==> config.mk <==
export PLATFORM = sky130hd
export DESIGN_NAME = turn_sequencer_flat
export DESIGN_NICKNAME = d
export VERILOG_FILES = /design/src/rtl/turn_sequencer_pkg.sv /design/src/rtl/turn_sequencer_if.sv /design/src/rtl/turn_sequencer_win_checker.sv /design/src/rtl/turn_sequencer.sv /design/src/flat_wrapper.sv
export SDC_FILE = /design/constraint.sdc
export NUM_CORES = 1
export LEC_CHECK = 0
export ABC_CLOCK_PERIOD_IN_PS = 2320
export BUFFER_PORTS_ARGS = -buffer_cell sky130_fd_sc_hd__clkbuf_2
export CORE_MARGIN = 3
export CORE_UTILIZATION = 40
export CTS_CLUSTER_DIAMETER = 200
export DETAILED_ROUTE_END_ITERATION = 6
export HOLD_SLACK_MARGIN = 0.1
export PLACE_DENSITY = 0.61
export RECOVER_POWER = 25
export SLEW_MARGIN = 20
export SYNTH_ARGS = -nofsm -noshare
export SYNTH_HDL_FRONTEND = slang
export SYNTH_SLANG_ARGS = --single-unit
==> constraint.sdc <==
create_clock -name clk -period 2.32 [get_ports clk]
set_input_delay 0.348 -clock clk [delete_from_list [all_inputs] [get_ports clk]]
set_output_delay 0.348 -clock clk [all_outputs]
set_load 0.05 [all_outputs]
==> src/rtl/turn_sequencer_pkg.sv <==
// Shared tic-tac-toe types: cell codes, sequencer states, the eight win lines
// and small board-access helpers.
package tictactoe_pkg;

  typedef enum logic [1:0] {
    EMPTY = 2'b00,
    P1    = 2'b01,
    AI    = 2'b10
  } cell_t;

  typedef enum logic [2:0] {
    IDLE,
    P1_WAIT,
    AI_REQ,
    AI_WAIT,
    EVAL,
    DONE
  } state_t;

  localparam int unsigned NUM_CELLS = 9;
  localparam int unsigned NUM_LINES = 8;

  localparam logic [3:0] WIN_LINES [NUM_LINES][3] = '{
    '{4'd0, 4'd1, 4'd2},
    '{4'd3, 4'd4, 4'd5},
    '{4'd6, 4'd7, 4'd8},
    '{4'd0, 4'd3, 4'd6},
    '{4'd1, 4'd4, 4'd7},
    '{4'd2, 4'd5, 4'd8},
    '{4'd0, 4'd4, 4'd8},
    '{4'd2, 4'd4, 4'd6}
  };

  // Out-of-range indices read as EMPTY; legality checks the range separately.
  function automatic logic [1:0] cell_at(input logic [17:0] b, input logic [3:0] idx);
    logic [1:0] r;
    r = EMPTY;
    for (int unsigned i = 0; i < NUM_CELLS; i++) begin
      if (idx == 4'(i)) r = b[2*i +: 2];
    end
    return r;
  endfunction

  function automatic logic move_legal(input logic [17:0] b, input logic [3:0] idx);
    return (idx <= 4'd8) && (cell_at(b, idx) == EMPTY);
  endfunction

  function automatic logic [17:0] place_mark(input logic [17:0] b, input logic [3:0] idx,
                                             input cell_t mark);
    logic [17:0] r;
    r = b;
    for (int unsigned i = 0; i < NUM_CELLS; i++) begin
      if (idx == 4'(i)) r[2*i +: 2] = mark;
    end
    return r;
  endfunction

endpackage

==> src/rtl/turn_sequencer_if.sv <==
// Game-control bundle between the player/AI move sources and the turn sequencer.
interface turn_sequencer_if;
  logic        start;
  logic        p1_valid;
  logic [3:0]  p1_cell;
  logic        p1_ready;
  logic        ai_req;
  logic        ai_valid;
  logic [3:0]  ai_cell;
  logic        ai_ready;
  logic [17:0] board;
  logic [3:0]  move_count;
  logic        illegal;
  logic        game_over;
  logic [1:0]  winner;

  modport master (
    output start, p1_valid, p1_cell, ai_valid, ai_cell,
    input  p1_ready, ai_req, ai_ready, board, move_count, illegal, game_over, winner
  );

  modport slave (
    input  start, p1_valid, p1_cell, ai_valid, ai_cell,
    output p1_ready, ai_req, ai_ready, board, move_count, illegal, game_over, winner
  );
endinterface

==> src/rtl/turn_sequencer_win_checker.sv <==
// Combinational three-in-a-row detector over the packed 18-bit board.
module win_checker
  import tictactoe_pkg::*;
(
  input  logic [17:0] board,
  output logic        win,
  output logic [1:0]  win_code
);

  always_comb begin
    win      = 1'b0;
    win_code = EMPTY;
    for (int unsigned i = 0; i < NUM_LINES; i++) begin
      if (!win
          && cell_at(board, WIN_LINES[i][0]) != EMPTY
          && cell_at(board, WIN_LINES[i][0]) == cell_at(board, WIN_LINES[i][1])
          && cell_at(board, WIN_LINES[i][1]) == cell_at(board, WIN_LINES[i][2])) begin
        win      = 1'b1;
        win_code = cell_at(board, WIN_LINES[i][0]);
      end
    end
  end

endmodule

==> src/rtl/turn_sequencer.sv <==
// Owns the board, alternates move access between player 1 and the AI,
// validates moves and declares win, draw or AI forfeit.
module turn_sequencer
  import tictactoe_pkg::*;
#(
  parameter int unsigned AI_TIMEOUT   = 64,
  parameter bit          FIRST_PLAYER = 1'b0
) (
  input logic             clk,
  input logic             reset,
  turn_sequencer_if.slave bus
);

  localparam logic [7:0] TIMEOUT_LOAD = 8'(AI_TIMEOUT);
  localparam state_t     FIRST_STATE  = FIRST_PLAYER ? AI_REQ : P1_WAIT;

  state_t      state_q, state_d;
  logic [17:0] board_q, board_d;
  logic [3:0]  count_q, count_d;
  logic [1:0]  winner_q, winner_d;
  logic        illegal_q, illegal_d;
  logic [7:0]  timer_q, timer_d;

  logic        win;
  logic [1:0]  win_code;

  win_checker u_win_checker (
    .board    (board_q),
    .win      (win),
    .win_code (win_code)
  );

  always_ff @(posedge clk or posedge reset) begin
    if (reset) begin
      state_q   <= IDLE;
      board_q   <= '0;
      count_q   <= '0;
      winner_q  <= EMPTY;
      illegal_q <= 1'b0;
      timer_q   <= '0;
    end else begin
      state_q   <= state_d;
      board_q   <= board_d;
      count_q   <= count_d;
      winner_q  <= winner_d;
      illegal_q <= illegal_d;
      timer_q   <= timer_d;
    end
  end

  always_comb begin
    state_d   = state_q;
    board_d   = board_q;
    count_d   = count_q;
    winner_d  = winner_q;
    illegal_d = 1'b0;
    timer_d   = timer_q;

    unique case (state_q)
      IDLE, DONE: begin
        if (bus.start) begin
          board_d  = '0;
          count_d  = '0;
          winner_d = EMPTY;
          state_d  = FIRST_STATE;
        end
      end

      P1_WAIT: begin
        if (bus.p1_valid) begin
          if (move_legal(board_q, bus.p1_cell)) begin
            board_d = place_mark(board_q, bus.p1_cell, P1);
            count_d = count_q + 4'd1;
            state_d = EVAL;
          end else begin
            illegal_d = 1'b1;
          end
        end
      end

      AI_REQ: begin
        timer_d = TIMEOUT_LOAD;
        state_d = AI_WAIT;
      end

      // The AI sees ai_ready for exactly AI_TIMEOUT cycles; the forfeit is
      // taken on the edge where the counter would reach zero.
      AI_WAIT: begin
        timer_d = timer_q - 8'd1;
        if (bus.ai_valid) begin
          if (move_legal(board_q, bus.ai_cell)) begin
            board_d = place_mark(board_q, bus.ai_cell, AI);
            count_d = count_q + 4'd1;
            state_d = EVAL;
          end else begin
            illegal_d = 1'b1;
            state_d   = AI_REQ;
          end
        end else if (timer_q <= 8'd1) begin
          winner_d = P1;
          state_d  = DONE;
        end
      end

      // Move parity tells who just played: odd counts belong to the first mover.
      EVAL: begin
        if (win) begin
          winner_d = win_code;
          state_d  = DONE;
        end else if (count_q == 4'd9) begin
          winner_d = EMPTY;
          state_d  = DONE;
        end else if (count_q[0] ^ FIRST_PLAYER) begin
          state_d = AI_REQ;
        end else begin
          state_d = P1_WAIT;
        end
      end

      default: state_d = IDLE;
    endcase
  end

  assign bus.p1_ready   = (state_q == P1_WAIT);
  assign bus.ai_ready   = (state_q == AI_WAIT);
  assign bus.ai_req     = (state_q == AI_REQ);
  assign bus.game_over  = (state_q == DONE);
  assign bus.illegal    = illegal_q;
  assign bus.board      = board_q;
  assign bus.move_count = count_q;
  assign bus.winner     = winner_q;

endmodule
==> src/flat_wrapper.sv <==
// flat-port wrapper written by rule: the top's interface ports become plain ports
module turn_sequencer_flat import tictactoe_pkg::*;
#(
  parameter int unsigned AI_TIMEOUT   = 64,
  parameter bit          FIRST_PLAYER = 1'b0
)
  (clk, reset, bus_start, bus_p1_valid, bus_p1_cell, bus_ai_valid, bus_ai_cell, bus_p1_ready, bus_ai_req, bus_ai_ready, bus_board, bus_move_count, bus_illegal, bus_game_over, bus_winner);
  turn_sequencer_if bus_i ();
  input logic clk;
  input logic reset;
  input wire logic [$bits(bus_i.start)-1:0] bus_start;
  input wire logic [$bits(bus_i.p1_valid)-1:0] bus_p1_valid;
  input wire logic [$bits(bus_i.p1_cell)-1:0] bus_p1_cell;
  input wire logic [$bits(bus_i.ai_valid)-1:0] bus_ai_valid;
  input wire logic [$bits(bus_i.ai_cell)-1:0] bus_ai_cell;
  output wire logic [$bits(bus_i.p1_ready)-1:0] bus_p1_ready;
  output wire logic [$bits(bus_i.ai_req)-1:0] bus_ai_req;
  output wire logic [$bits(bus_i.ai_ready)-1:0] bus_ai_ready;
  output wire logic [$bits(bus_i.board)-1:0] bus_board;
  output wire logic [$bits(bus_i.move_count)-1:0] bus_move_count;
  output wire logic [$bits(bus_i.illegal)-1:0] bus_illegal;
  output wire logic [$bits(bus_i.game_over)-1:0] bus_game_over;
  output wire logic [$bits(bus_i.winner)-1:0] bus_winner;
  assign bus_i.start = bus_start;
  assign bus_i.p1_valid = bus_p1_valid;
  assign bus_i.p1_cell = bus_p1_cell;
  assign bus_i.ai_valid = bus_ai_valid;
  assign bus_i.ai_cell = bus_ai_cell;
  assign bus_p1_ready = bus_i.p1_ready;
  assign bus_ai_req = bus_i.ai_req;
  assign bus_ai_ready = bus_i.ai_ready;
  assign bus_board = bus_i.board;
  assign bus_move_count = bus_i.move_count;
  assign bus_illegal = bus_i.illegal;
  assign bus_game_over = bus_i.game_over;
  assign bus_winner = bus_i.winner;
  turn_sequencer #(.AI_TIMEOUT(AI_TIMEOUT), .FIRST_PLAYER(FIRST_PLAYER)) u_core (.clk(clk), .reset(reset), .bus(bus_i));
endmodule
==> metrics.yaml, run 1 <==
run_status:
  result_of_the_run: "finished with violations"
  violations_in_the_final_reports: "setup timing"
critical_path:
  r2r_cell_count: 8
  critical_path.reg2reg.endpoint: "u_core.bus.board[1]"
  timing.reg2reg.setup_slack_ns: -0.13
  timing.critical_path.slowest_stage_cell: "or4b_4"
  cpMostUsedCell: "a221oi_2"
  worstSetupStartpointType: "flip-flop"
  endpoint_kind: "flip-flop"
  crit_chain: "buf_12 -> nor4_4 -> a221oi_2 -> a221oi_2 -> or3_4 -> nand2_4 -> or4b_4 -> o32ai_2"
  timing.rr.start: "u_core.bus.board[0]"
  worst_ep_required_time_ns: 2.52
  critPathMaxStageDelay_ns: 0.58
  path_max_fanout: 5
  setup_crit_path_kind: "reg2reg"
  worst-endpoint-arrival_ns: 2.65
sta:
  relSlewSlack_pct: 36.7
  final.period_utilization_pct: 105
  max_slew.worst_pin.slew_ns: 0.949
  holdWs_ns: 0.312
  max_clock_freq_mhz: 409
  setup_repair_after_global_routing_missed_its_margin: "true"
  final-hold-violation-count: 0
  worst_setup_skew_after_layout_ns: 0.00314
  setup_slack_ns: -0.126
  finalMaxSlewViolations: 0
  setup_viol: 10
  final_period_minus_worst_setup_slack_ns: 2.45
yosys:
  synthesis.yosys.warnings: 0
  ys_types: 68
  synth_area_per_cell_um2: 7.89
  synth_enable_flop_cells: 0
  mappedNetlistArea_um2: 3030
  postSynthRegisterBits: 36
  ys_dominant_reg_cell: "dfrtp_1"
  number_of_nets_produced_by_synthesis: 401
  async_flop_share_pct: 100
  seq_area_frac_synth_pct: 29.7
  syn-instance-count: 384
power_and_ir_drop:
  p_total_mw: 4.45
  power_per_cell_area_nw_per_um2: 979
  leakagePower_nw: 1.96
  ir_drop_v: 0.000819
global_routing:
  first_global_vias: 3505
  antenna_found_initial: 0
  grt_max_degree: 37
  globalRoute.totalOverflow: 0
  wire_length_of_the_first_global_routing_pass_um: 17900
  grtUsageTotal_pct: 25.9
route:
  drt_iter0_markers: 366
  detail_route.vias_per_cell: 6.32
  wl_per_cell_um: 19.8
  drt-pass1-iter-count: 5
  drc: 0
  postRouteAntennaNets: 0
  total_detailed_routing_wirelength_um: 11700
  detailroute.via_count: 3743
place:
  area_post_placement_um2: 3870
  pre_cts_slack_ns: -0.204
  detailedPlacementHpwl_um: 8240
  gpl.final_weighted_congestion: 0.970
  port-buffer-count: 41
clock_network:
  postCtsHoldBufs: 0
  clkTransAtPathRegs_ns: 0.08
  clock_sink_count: 36
  cts-buffers-inserted: 5
  cts-root-to-sink-buffers: 2
  maximum_level_of_the_cts_h_tree: 2
  tritoncts: "yes"
  cts-root-buf: "clkbuf_8"
  worstSkewPairLatency_ns: 0.29
finish:
  commonest_non_fill_non_tap_cells_in_the_layout: "81 x buf_4, 42 x clkbuf_2, 33 x nor2_1"
  design.final.nets: 509
  n_antenna_cell: 0
  layout.cell_area.non_filler_um2: 4550
  layout.cells.most_common: "buf_4"
  layout-drive-gt1-share_pct: 46.9
  share_of_the_core_filled_with_cells_in_the_final_layout_pct: 62.4
  syn_to_final_growth_pct: 50.1
  num-fill-cells: 648
floorplan:
  fp.coreArea_um2: 7290
  initial_utilization_pct: 41.5
  die_footprint_um2: 8650
  num_io_pins: 42
  dieHeight_um: 93.0
  fp.dieW_um: 93.0
  row_count: 31
run:
  maxCapViolCount: 0
worst_hold_path:
  hold_class: "in2async"
## worst max-delay path, delay by kind of cell, from the launching register on
kind | cells | cell delay [ns]
AND/OR/NAND/NOR | 4 | 1.14
AO/OA/AOI/OAI | 3 | 0.63
flip-flops | 1 | 0.45
buffers and inverters | 1 | 0.14
## layout make-up
class | count | area, um^2 | area share [%]
Tap cell | 99 | 124 | 2.72
Inverter | 15 | 56.3 | 1.24
Sequential cell | 36 | 921 | 20.2
Clock inverter | 1 | 30.0 | 0.660
Timing Repair Buffer | 134 | 972 | 21.4
Clock buffer | 7 | 96.3 | 2.12
Multi-Input combinational cell | 300 | 2350 | 51.6
## state kept, by name (all words and copies together), names as in the netlist
signal	count
u_core.bus.move_count	4
u_core.state_q	3
u_core.bus.board	18
u_core.bus.illegal	1
u_core.timer_q	8
u_core.bus.winner	2
## cell usage after synthesis (2+ instances only)
master,count,area share (%)
a221oi_1,2,0.58
o21ai_0,14,2.3
dfrtp_1,36,30
a211oi_1,3,0.74
nand2_1,25,3.1
a21o_1,2,0.50
nand4_1,2,0.41
buf_2,9,1.5
or3_1,8,1.7
nand2b_1,10,2.1
o31a_1,3,0.87
nor4_1,7,1.4
buf_6,4,1.5
o21ai_1,6,0.99
o211a_1,3,0.99
clkbuf_1,20,2.5
a21oi_1,30,5.0
a311oi_1,3,0.87
and2_1,2,0.41
a211o_1,2,0.58
nor2b_1,5,1.0
o21a_1,3,0.74
o41ai_1,6,1.7
or4_1,3,0.74
nor3b_1,3,0.74
nor2_1,34,4.2
nand3_1,15,2.5
inv_1,14,1.7
ha_1,4,1.7
o211ai_1,4,0.99
o2111ai_1,2,0.58
o31ai_1,38,9.4
a22oi_1,2,0.50
o2111ai_2,2,0.99
a31oi_1,5,1.0
nor3_1,17,2.8
and3_1,4,0.83
nand3b_1,2,0.50
## metal layers
layer  wire length [um]  vias to the layer above  GRT usage, %
li1                   -                     1695             -
met1               4920                     1806          36.3
met2               5470                      203          40.7
met3               1010                       39          3.70
met4                309                        0          9.16
met5                  0                        -             0
## worst max path at each step
stage	startpoint	end	slack, ns	cells after the start
final	u_core.bus.board[0]	u_core.bus.board[1]	-0.13	8
after global routing	u_core.state_q[0]	bus_ai_ready	-0.18	6
after CTS	u_core.bus.board[1]	u_core.state_q[0]	-0.12	8
after detailed placement	bus_p1_cell[1]	u_core.bus.board[8]	-0.20	8
after global placement	bus_p1_cell[1]	u_core.bus.board[8]	-0.17	8
after floorplan	u_core.bus.board[10]	u_core.state_q[0]	-0.16	9
## power by group
group | total (mW) | switching, mW | internal, mW
registers | 0.969 | 0.200 | 0.769
clock network | 0.628 | 0.248 | 0.380
logic | 2.86 | 1.87 | 0.987
total | 4.45 | 2.32 | 2.14
## stage by stage
step           TNS [ns]  cells
6_report         -0.347    592
5_1_grt           -1.37    592
4_1_cts          -0.364    584
3_5_place_dp      -2.22    569
3_3_place_gp      -1.46    569
2_1_floorplan    -0.497    384
## cells by family (layout without fill, tap and decap cells)
group | after synthesis | count (layout) | share of synthesized area (%)
flops | 36 | 36 | 29.7
mux | 1 | 1 | 0.330
compound gates | 148 | 149 | 35.1
fa+ha+maj | 5 | 5 | 1.98
buf+inv | 49 | 157 | 7.43
simple gates | 145 | 145 | 25.4
## repair_timing
item	CTS	global route
resized for setup	15	63
pin swaps	10	17
endpoints found under the hold margin	0	0
gates cloned	1	0
buffers inserted	6	8
setup endpoints to repair	18	27
(Power assumes the default switching activity.)
==> inputs of run 2 (changes only) <==
Settings changed: PLACE_DENSITY 0.61 to 0.62, SLEW_MARGIN 20 to 10.
==> metrics.yaml, run 2 (same netlist as run 1, synthesis figures left out) <==
critical_path:
  critPathMaxStageDelay_ns: 0.42  # -0.16 ns
  path_max_fanout: 10  # +5
  timing.critical_path.slowest_stage_cell: "dfrtp_2"
  worstSetupStartpointType: "flip-flop"
  worst_ep_required_time_ns: 2.50  # -0.02 ns
  endpoint_kind: "flip-flop"
  setup_crit_path_kind: "reg2reg"
  critical_path.reg2reg.endpoint: "u_core.bus.board[0]"
  timing.reg2reg.setup_slack_ns: -0.08  # +0.05 ns
  cpMostUsedCell: "buf_4"
  r2r_cell_count: 9  # +1
  worst-endpoint-arrival_ns: 2.57  # -0.08 ns
  crit_chain: "buf_4 -> nor2_1 -> a211oi_1 -> nor3b_1 -> or3_1 -> nand2_2 -> a211o_4 -> buf_4 -> o41ai_4"
  timing.rr.start: "u_core.bus.board[13]"
sta:
  final-hold-violation-count: 0  # unchanged
  setup_viol: 13  # +3
  setup_slack_ns: -0.0756  # +0.0501 ns
  totalNegativeSetupSlack_ns: -0.353  # -0.00637 ns
  max_clock_freq_mhz: 417  # +2.1%
  holdWs_ns: 0.313  # +0.000704 ns
  relSlewSlack_pct: 35.3  # -1.5 points
  finalMaxSlewViolations: 0  # unchanged
  final_period_minus_worst_setup_slack_ns: 2.40  # -0.0501 ns
  worst_setup_skew_after_layout_ns: 0.00760  # +0.00446 ns
  max_slew.worst_pin.slew_ns: 0.971  # +0.0220 ns
  setup_repair_after_global_routing_missed_its_margin: "true"
  final.period_utilization_pct: 103  # -2.2 points
route:
  drc: 0  # unchanged
  detail_route.vias_per_cell: 6.10  # -3.5%
  detailroute.via_count: 3723  # -0.53%
  wl_per_cell_um: 18.6  # -5.8%
  postRouteAntennaNets: 0  # unchanged
  drt-pass1-iter-count: 5  # unchanged
  total_detailed_routing_wirelength_um: 11400  # -2.9%
  drt_iter0_markers: 381  # +4.1%
clock_network:
  clkTransAtPathRegs_ns: 0.08  # about the same
  cts-root-buf: "clkbuf_8"
  postCtsHoldBufs: 0  # unchanged
  cts-buffers-inserted: 5  # unchanged
  clock_sink_count: 36  # unchanged
  cts-root-to-sink-buffers: 2  # unchanged
  maximum_level_of_the_cts_h_tree: 2  # unchanged
  tritoncts: "yes"
  worstSkewPairLatency_ns: 0.30  # about the same
power_and_ir_drop:
  leakagePower_nw: 2.03  # +3.7%
  ir_drop_v: 0.000830  # +1.4%
  p_total_mw: 4.34  # -2.6%
  power_per_cell_area_nw_per_um2: 956  # -2.4%
place:
  gpl.final_weighted_congestion: 0.965  # -0.43%
  post-place-cells: 583  # +2.5%
  detailedPlacementHpwl_um: 8080  # -2.0%
  pre_cts_slack_ns: -0.142  # +0.0620 ns
  area_post_placement_um2: 3960  # +2.4%
  port-buffer-count: 41  # unchanged
run:
  maxCapViolCount: 0  # unchanged
finish:
  commonest_non_fill_non_tap_cells_in_the_layout: "104 x buf_4, 42 x clkbuf_2, 32 x nor2_1"
  n_antenna_cell: 0  # unchanged
  design.final.nets: 527  # +3.5%
  layout.cell_area.non_filler_um2: 4540  # -0.28%
  largest_reg_flops: 18  # unchanged
  share_of_the_core_filled_with_cells_in_the_final_layout_pct: 62.2  # -0.17 points
  layout-drive-gt1-share_pct: 46.4  # -0.48 points
  syn_to_final_growth_pct: 49.7
  instances_no_fill: 610  # +3.0%
  layout.cells.most_common: "buf_4"
global_routing:
  grt_max_degree: 37  # unchanged
  globalRouteMet3Util_pct: 4.10  # +0.40 points
  use_met2_pct: 40.7  # unchanged
  globalRoute.totalOverflow: 0  # unchanged
  wire_length_of_the_first_global_routing_pass_um: 17700  # -0.62%
  grtUsageTotal_pct: 25.7  # -0.19 points
  grt.busiest_layer: "met2"
  gr-usage-met1_pct: 35.8  # -0.44 points
  first_global_vias: 3545  # +1.1%
  antenna_found_initial: 0  # unchanged
floorplan:
  fp.dieW_um: 93.0  # unchanged
  die_footprint_um2: 8650  # unchanged
  fp.coreArea_um2: 7290  # unchanged
  row_count: 31  # unchanged
  dieHeight_um: 93.0  # unchanged
  initial_utilization_pct: 41.5  # unchanged
  num_io_pins: 42  # unchanged
run_status:
  violations_in_the_final_reports: "setup timing"
  result_of_the_run: "finished with violations"
worst_hold_path:
  hold_path_end: "u_core.bus.illegal"
  hold-path-cell-count: 2
  hold_class: "in2reg"
  timing.hold.worst.start: "bus_p1_valid"
-- run 2: final cells by class --
class                      instances  area (um^2)
fill                             649         2760
multi-input combinational        299         2230
timing repair buffer             153         1080
sequential                        36          921
tap                               99          124
clock buffer                       7         96.3
inverter                          15         56.3
clock inverter                     1         30.0
-- run 2: worst max-delay path by stage --
| stage | start | to | cells past startpoint | slack (ns) |
|---|---|---|---|---|
| 4_1_cts | u_core.bus.board[11] | u_core.bus.board[0] | 9 | -0.05 |
| 3_3_place_gp | bus_p1_cell[1] | u_core.bus.board[0] | 8 | -0.17 |
| 6_report | u_core.bus.board[13] | u_core.bus.board[0] | 9 | -0.08 |
| 3_5_place_dp | bus_p1_cell[1] | u_core.bus.board[8] | 9 | -0.14 |
| 5_1_grt | u_core.bus.board[5] | u_core.bus.winner[0] | 9 | -0.15 |
| 2_1_floorplan | u_core.bus.board[10] | u_core.state_q[0] | 9 | -0.16 |
-- run 2: worst max-delay path, delay by kind of cell (launching register included) --
| kind | cells | cell delay [ns] |
|---|---|---|
| AO/OA/AOI/OAI | 3 | 0.74 |
| AND/OR/NAND/NOR | 4 | 0.78 |
| flip-flops | 1 | 0.42 |
| buffers and inverters | 2 | 0.34 |
-- run 2: power breakdown --
part	total, mW	switching (mW)	internal [mW]
Combinational	2.74	1.75	0.997
Clock	0.624	0.244	0.380
Sequential	0.971	0.202	0.769
Total	4.34	2.19	2.15
-- run 2: routing by layer --
| layer | part of all wire (%) | up-vias | wire length (um) |
|---|---|---|---|
| li1 | - | 1722 | - |
| met1 | 43 | 1807 | 4910 |
| met2 | 47 | 175 | 5290 |
| met3 | 8.0 | 19 | 914 |
| met4 | 2.1 | 0 | 244 |
| met5 | 0 | - | 0 |
-- run 2: timing repair --
action,in CTS,in global routing
pin swaps,8,6
resized for setup,22,34
buffers inserted,9,10
setup endpoints to repair,14,27
endpoints found under the hold margin,0,0
==> inputs of run 3 (changes only) <==
Settings changed: CORE_UTILIZATION 40 to 53, PLACE_DENSITY 0.62 to 0.78.
==> metrics.yaml, run 3 (same netlist as run 1, synthesis figures left out) <==
global_routing:
  antenna_found_initial: 0  # unchanged
  first_global_vias: 3467  # -2.2%
  grt_max_degree: 37  # unchanged
  globalRoute.totalOverflow: 0  # unchanged
  grtUsageTotal_pct: 32.6  # +7.0 points
  wire_length_of_the_first_global_routing_pass_um: 16900  # -4.5%
critical_path:
  worstSetupStartpointType: "flip-flop"
  worst-endpoint-arrival_ns: 2.57  # about the same
  endpoint_kind: "flip-flop"
  path_max_fanout: 10  # unchanged
  worst_ep_required_time_ns: 2.50  # about the same
  setup_crit_path_kind: "reg2reg"
route:
  wl_per_cell_um: 19.8  # +6.5%
  drt-pass1-iter-count: 6  # +1
  drt_iter0_markers: 324  # -15%
  drc: 0  # unchanged
  detailroute.via_count: 3634  # -2.4%
  total_detailed_routing_wirelength_um: 11000  # -3.6%
  detail_route.vias_per_cell: 6.58  # +7.9%
  postRouteAntennaNets: 0  # unchanged
sta:
  totalNegativeSetupSlack_ns: -0.145  # +0.208 ns
  holdWs_ns: 0.312  # -0.000432 ns
  worst_setup_skew_after_layout_ns: 0.0108  # +0.00320 ns
  max_slew.worst_pin.slew_ns: 1.98  # +1.01 ns
  finalMaxSlewViolations: 37  # +37
  setup_viol: 3  # -10
  max_clock_freq_mhz: 419  # +0.44%
  final-hold-violation-count: 0  # unchanged
  setup_repair_after_global_routing_missed_its_margin: "true"
  relSlewSlack_pct: -32.1  # -67 points
  final.period_utilization_pct: 103  # -0.45 points
  final_period_minus_worst_setup_slack_ns: 2.39  # -0.0104 ns
  setup_slack_ns: -0.0652  # +0.0104 ns
clock_network:
  cts-root-buf: "clkbuf_8"
  cts-buffers-inserted: 5  # unchanged
  worstSkewPairLatency_ns: 0.30  # about the same
  cts-root-to-sink-buffers: 2  # unchanged
  tritoncts: "yes"
  maximum_level_of_the_cts_h_tree: 2  # unchanged
  clock_sink_count: 36  # unchanged
  clkTransAtPathRegs_ns: 0.07  # about the same
power_and_ir_drop:
  ir_drop_v: 0.000735  # -11%
  p_total_mw: 4.09  # -5.8%
  power_per_cell_area_nw_per_um2: 969  # +1.3%
  leakagePower_nw: 1.86  # -8.4%
floorplan:
  die_footprint_um2: 6660  # -23%
  num_io_pins: 42  # unchanged
  row_count: 26  # -16%
  fp.coreArea_um2: 5300  # -27%
  fp.dieW_um: 81.6  # -12%
  dieHeight_um: 81.6  # -12%
  initial_utilization_pct: 57.1  # +16 points
finish:
  layout.cells.most_common: "buf_4"
  largest_reg_flops: 18  # unchanged
  commonest_non_fill_non_tap_cells_in_the_layout: "75 x buf_4, 41 x clkbuf_2, 31 x nor2_1"
  syn_to_final_growth_pct: 39.3
  instances_no_fill: 552  # -9.5%
  layout-drive-gt1-share_pct: 41.9  # -4.5 points
  n_antenna_cell: 0  # unchanged
  layout.cell_area.non_filler_um2: 4220  # -7.0%
  share_of_the_core_filled_with_cells_in_the_final_layout_pct: 79.6  # +17 points
  num-fill-cells: 352  # -46%
  design.final.nets: 498  # -5.5%
place:
  area_post_placement_um2: 3760  # -4.9%
  pre_cts_slack_ns: -0.0814  # +0.0607 ns
  gpl.final_weighted_congestion: 0.897  # -7.1%
  detailedPlacementHpwl_um: 7550  # -6.5%
  port-buffer-count: 41  # unchanged
  post-place-cells: 533  # -8.6%
run_status:
  result_of_the_run: "finished with violations"
  violations_in_the_final_reports: "capacitance limit, slew limit, setup timing"
worst_hold_path:
  hold_class: "in2reg"
run:
  maxCapViolCount: 1  # +1
## run 3: cell types whose count changed in the layout (fill, tap and decap cells not counted), moves of 2 or more
cell       delta
o31ai_2       -2
o2111ai_1     -2
nor4_2        -3
nor4_4        +2
o31ai_4       -3
buf_4        -29
o31ai_1       +5
a21oi_2       +2
## run 3: per-layer routing
layer | share of wire [%] | GRT usage [%] | wire [um]
met1 | 41 | 43.7 | 4530
met2 | 48 | 54.2 | 5250
met3 | 7.9 | 4.50 | 863
met4 | 2.8 | 11.1 | 312
met5 | 0 | 0 | 0
## run 3: critical path: stages (launching register included)
cell	delay, ns
dfrtp_2	0.51
nor4b_4	0.28
a311oi_1	0.07
a22o_1	0.29
a21oi_2	0.21
o21ai_2	0.13
or4b_4	0.54
o32ai_2	0.25
## run 3: layout make-up
type	count	area, um^2	share of cell area [%]
well taps	70	87.6	2.08
flip-flops and latches	36	921	21.8
repair buffers	124	868	20.6
multi-input cells	299	2190	51.9
inverters	15	56.3	1.33
clock buffers	6	82.6	1.96
clock inverters	2	13.8	0.326
## run 3: power breakdown
part / switching (mW) / total (mW) / internal (mW)
clock: 0.248 / 0.491 / 0.243
combinational: 1.67 / 2.59 / 0.917
sequential: 0.241 / 1.01 / 0.769
total: 2.16 / 4.09 / 1.93
## run 3: what timing repair did
item | CTS | global route
hold buffers | 0 | 0
setup buffers | 6 | 3
hold endpoints to repair | 0 | 0
resized for setup | 8 | 47
endpoints found under the setup margin | 9 | 27
pin swaps | 2 | 5
cloned | 0 | 2
## run 3: path summary, 6_finish.rpt
| path | start | to | slack, ns | cells past startpoint |
|---|---|---|---|---|
| max reg2reg | u_core.bus.board[5] | u_core.bus.board[1] | -0.07 | 7 |
| min | bus_p1_valid | u_core.bus.illegal | 0.31 | 2 |
| max in group asynchronous | reset | u_core.bus.board[11] | 0.29 | 3 |
| max | u_core.bus.board[5] | u_core.bus.board[1] | -0.07 | 7 |
| min in group asynchronous | reset | u_core.bus.move_count[3] | 0.73 | 3 |
| min reg2reg | u_core.timer_q[7] | u_core.timer_q[7] | 0.49 | 1 |
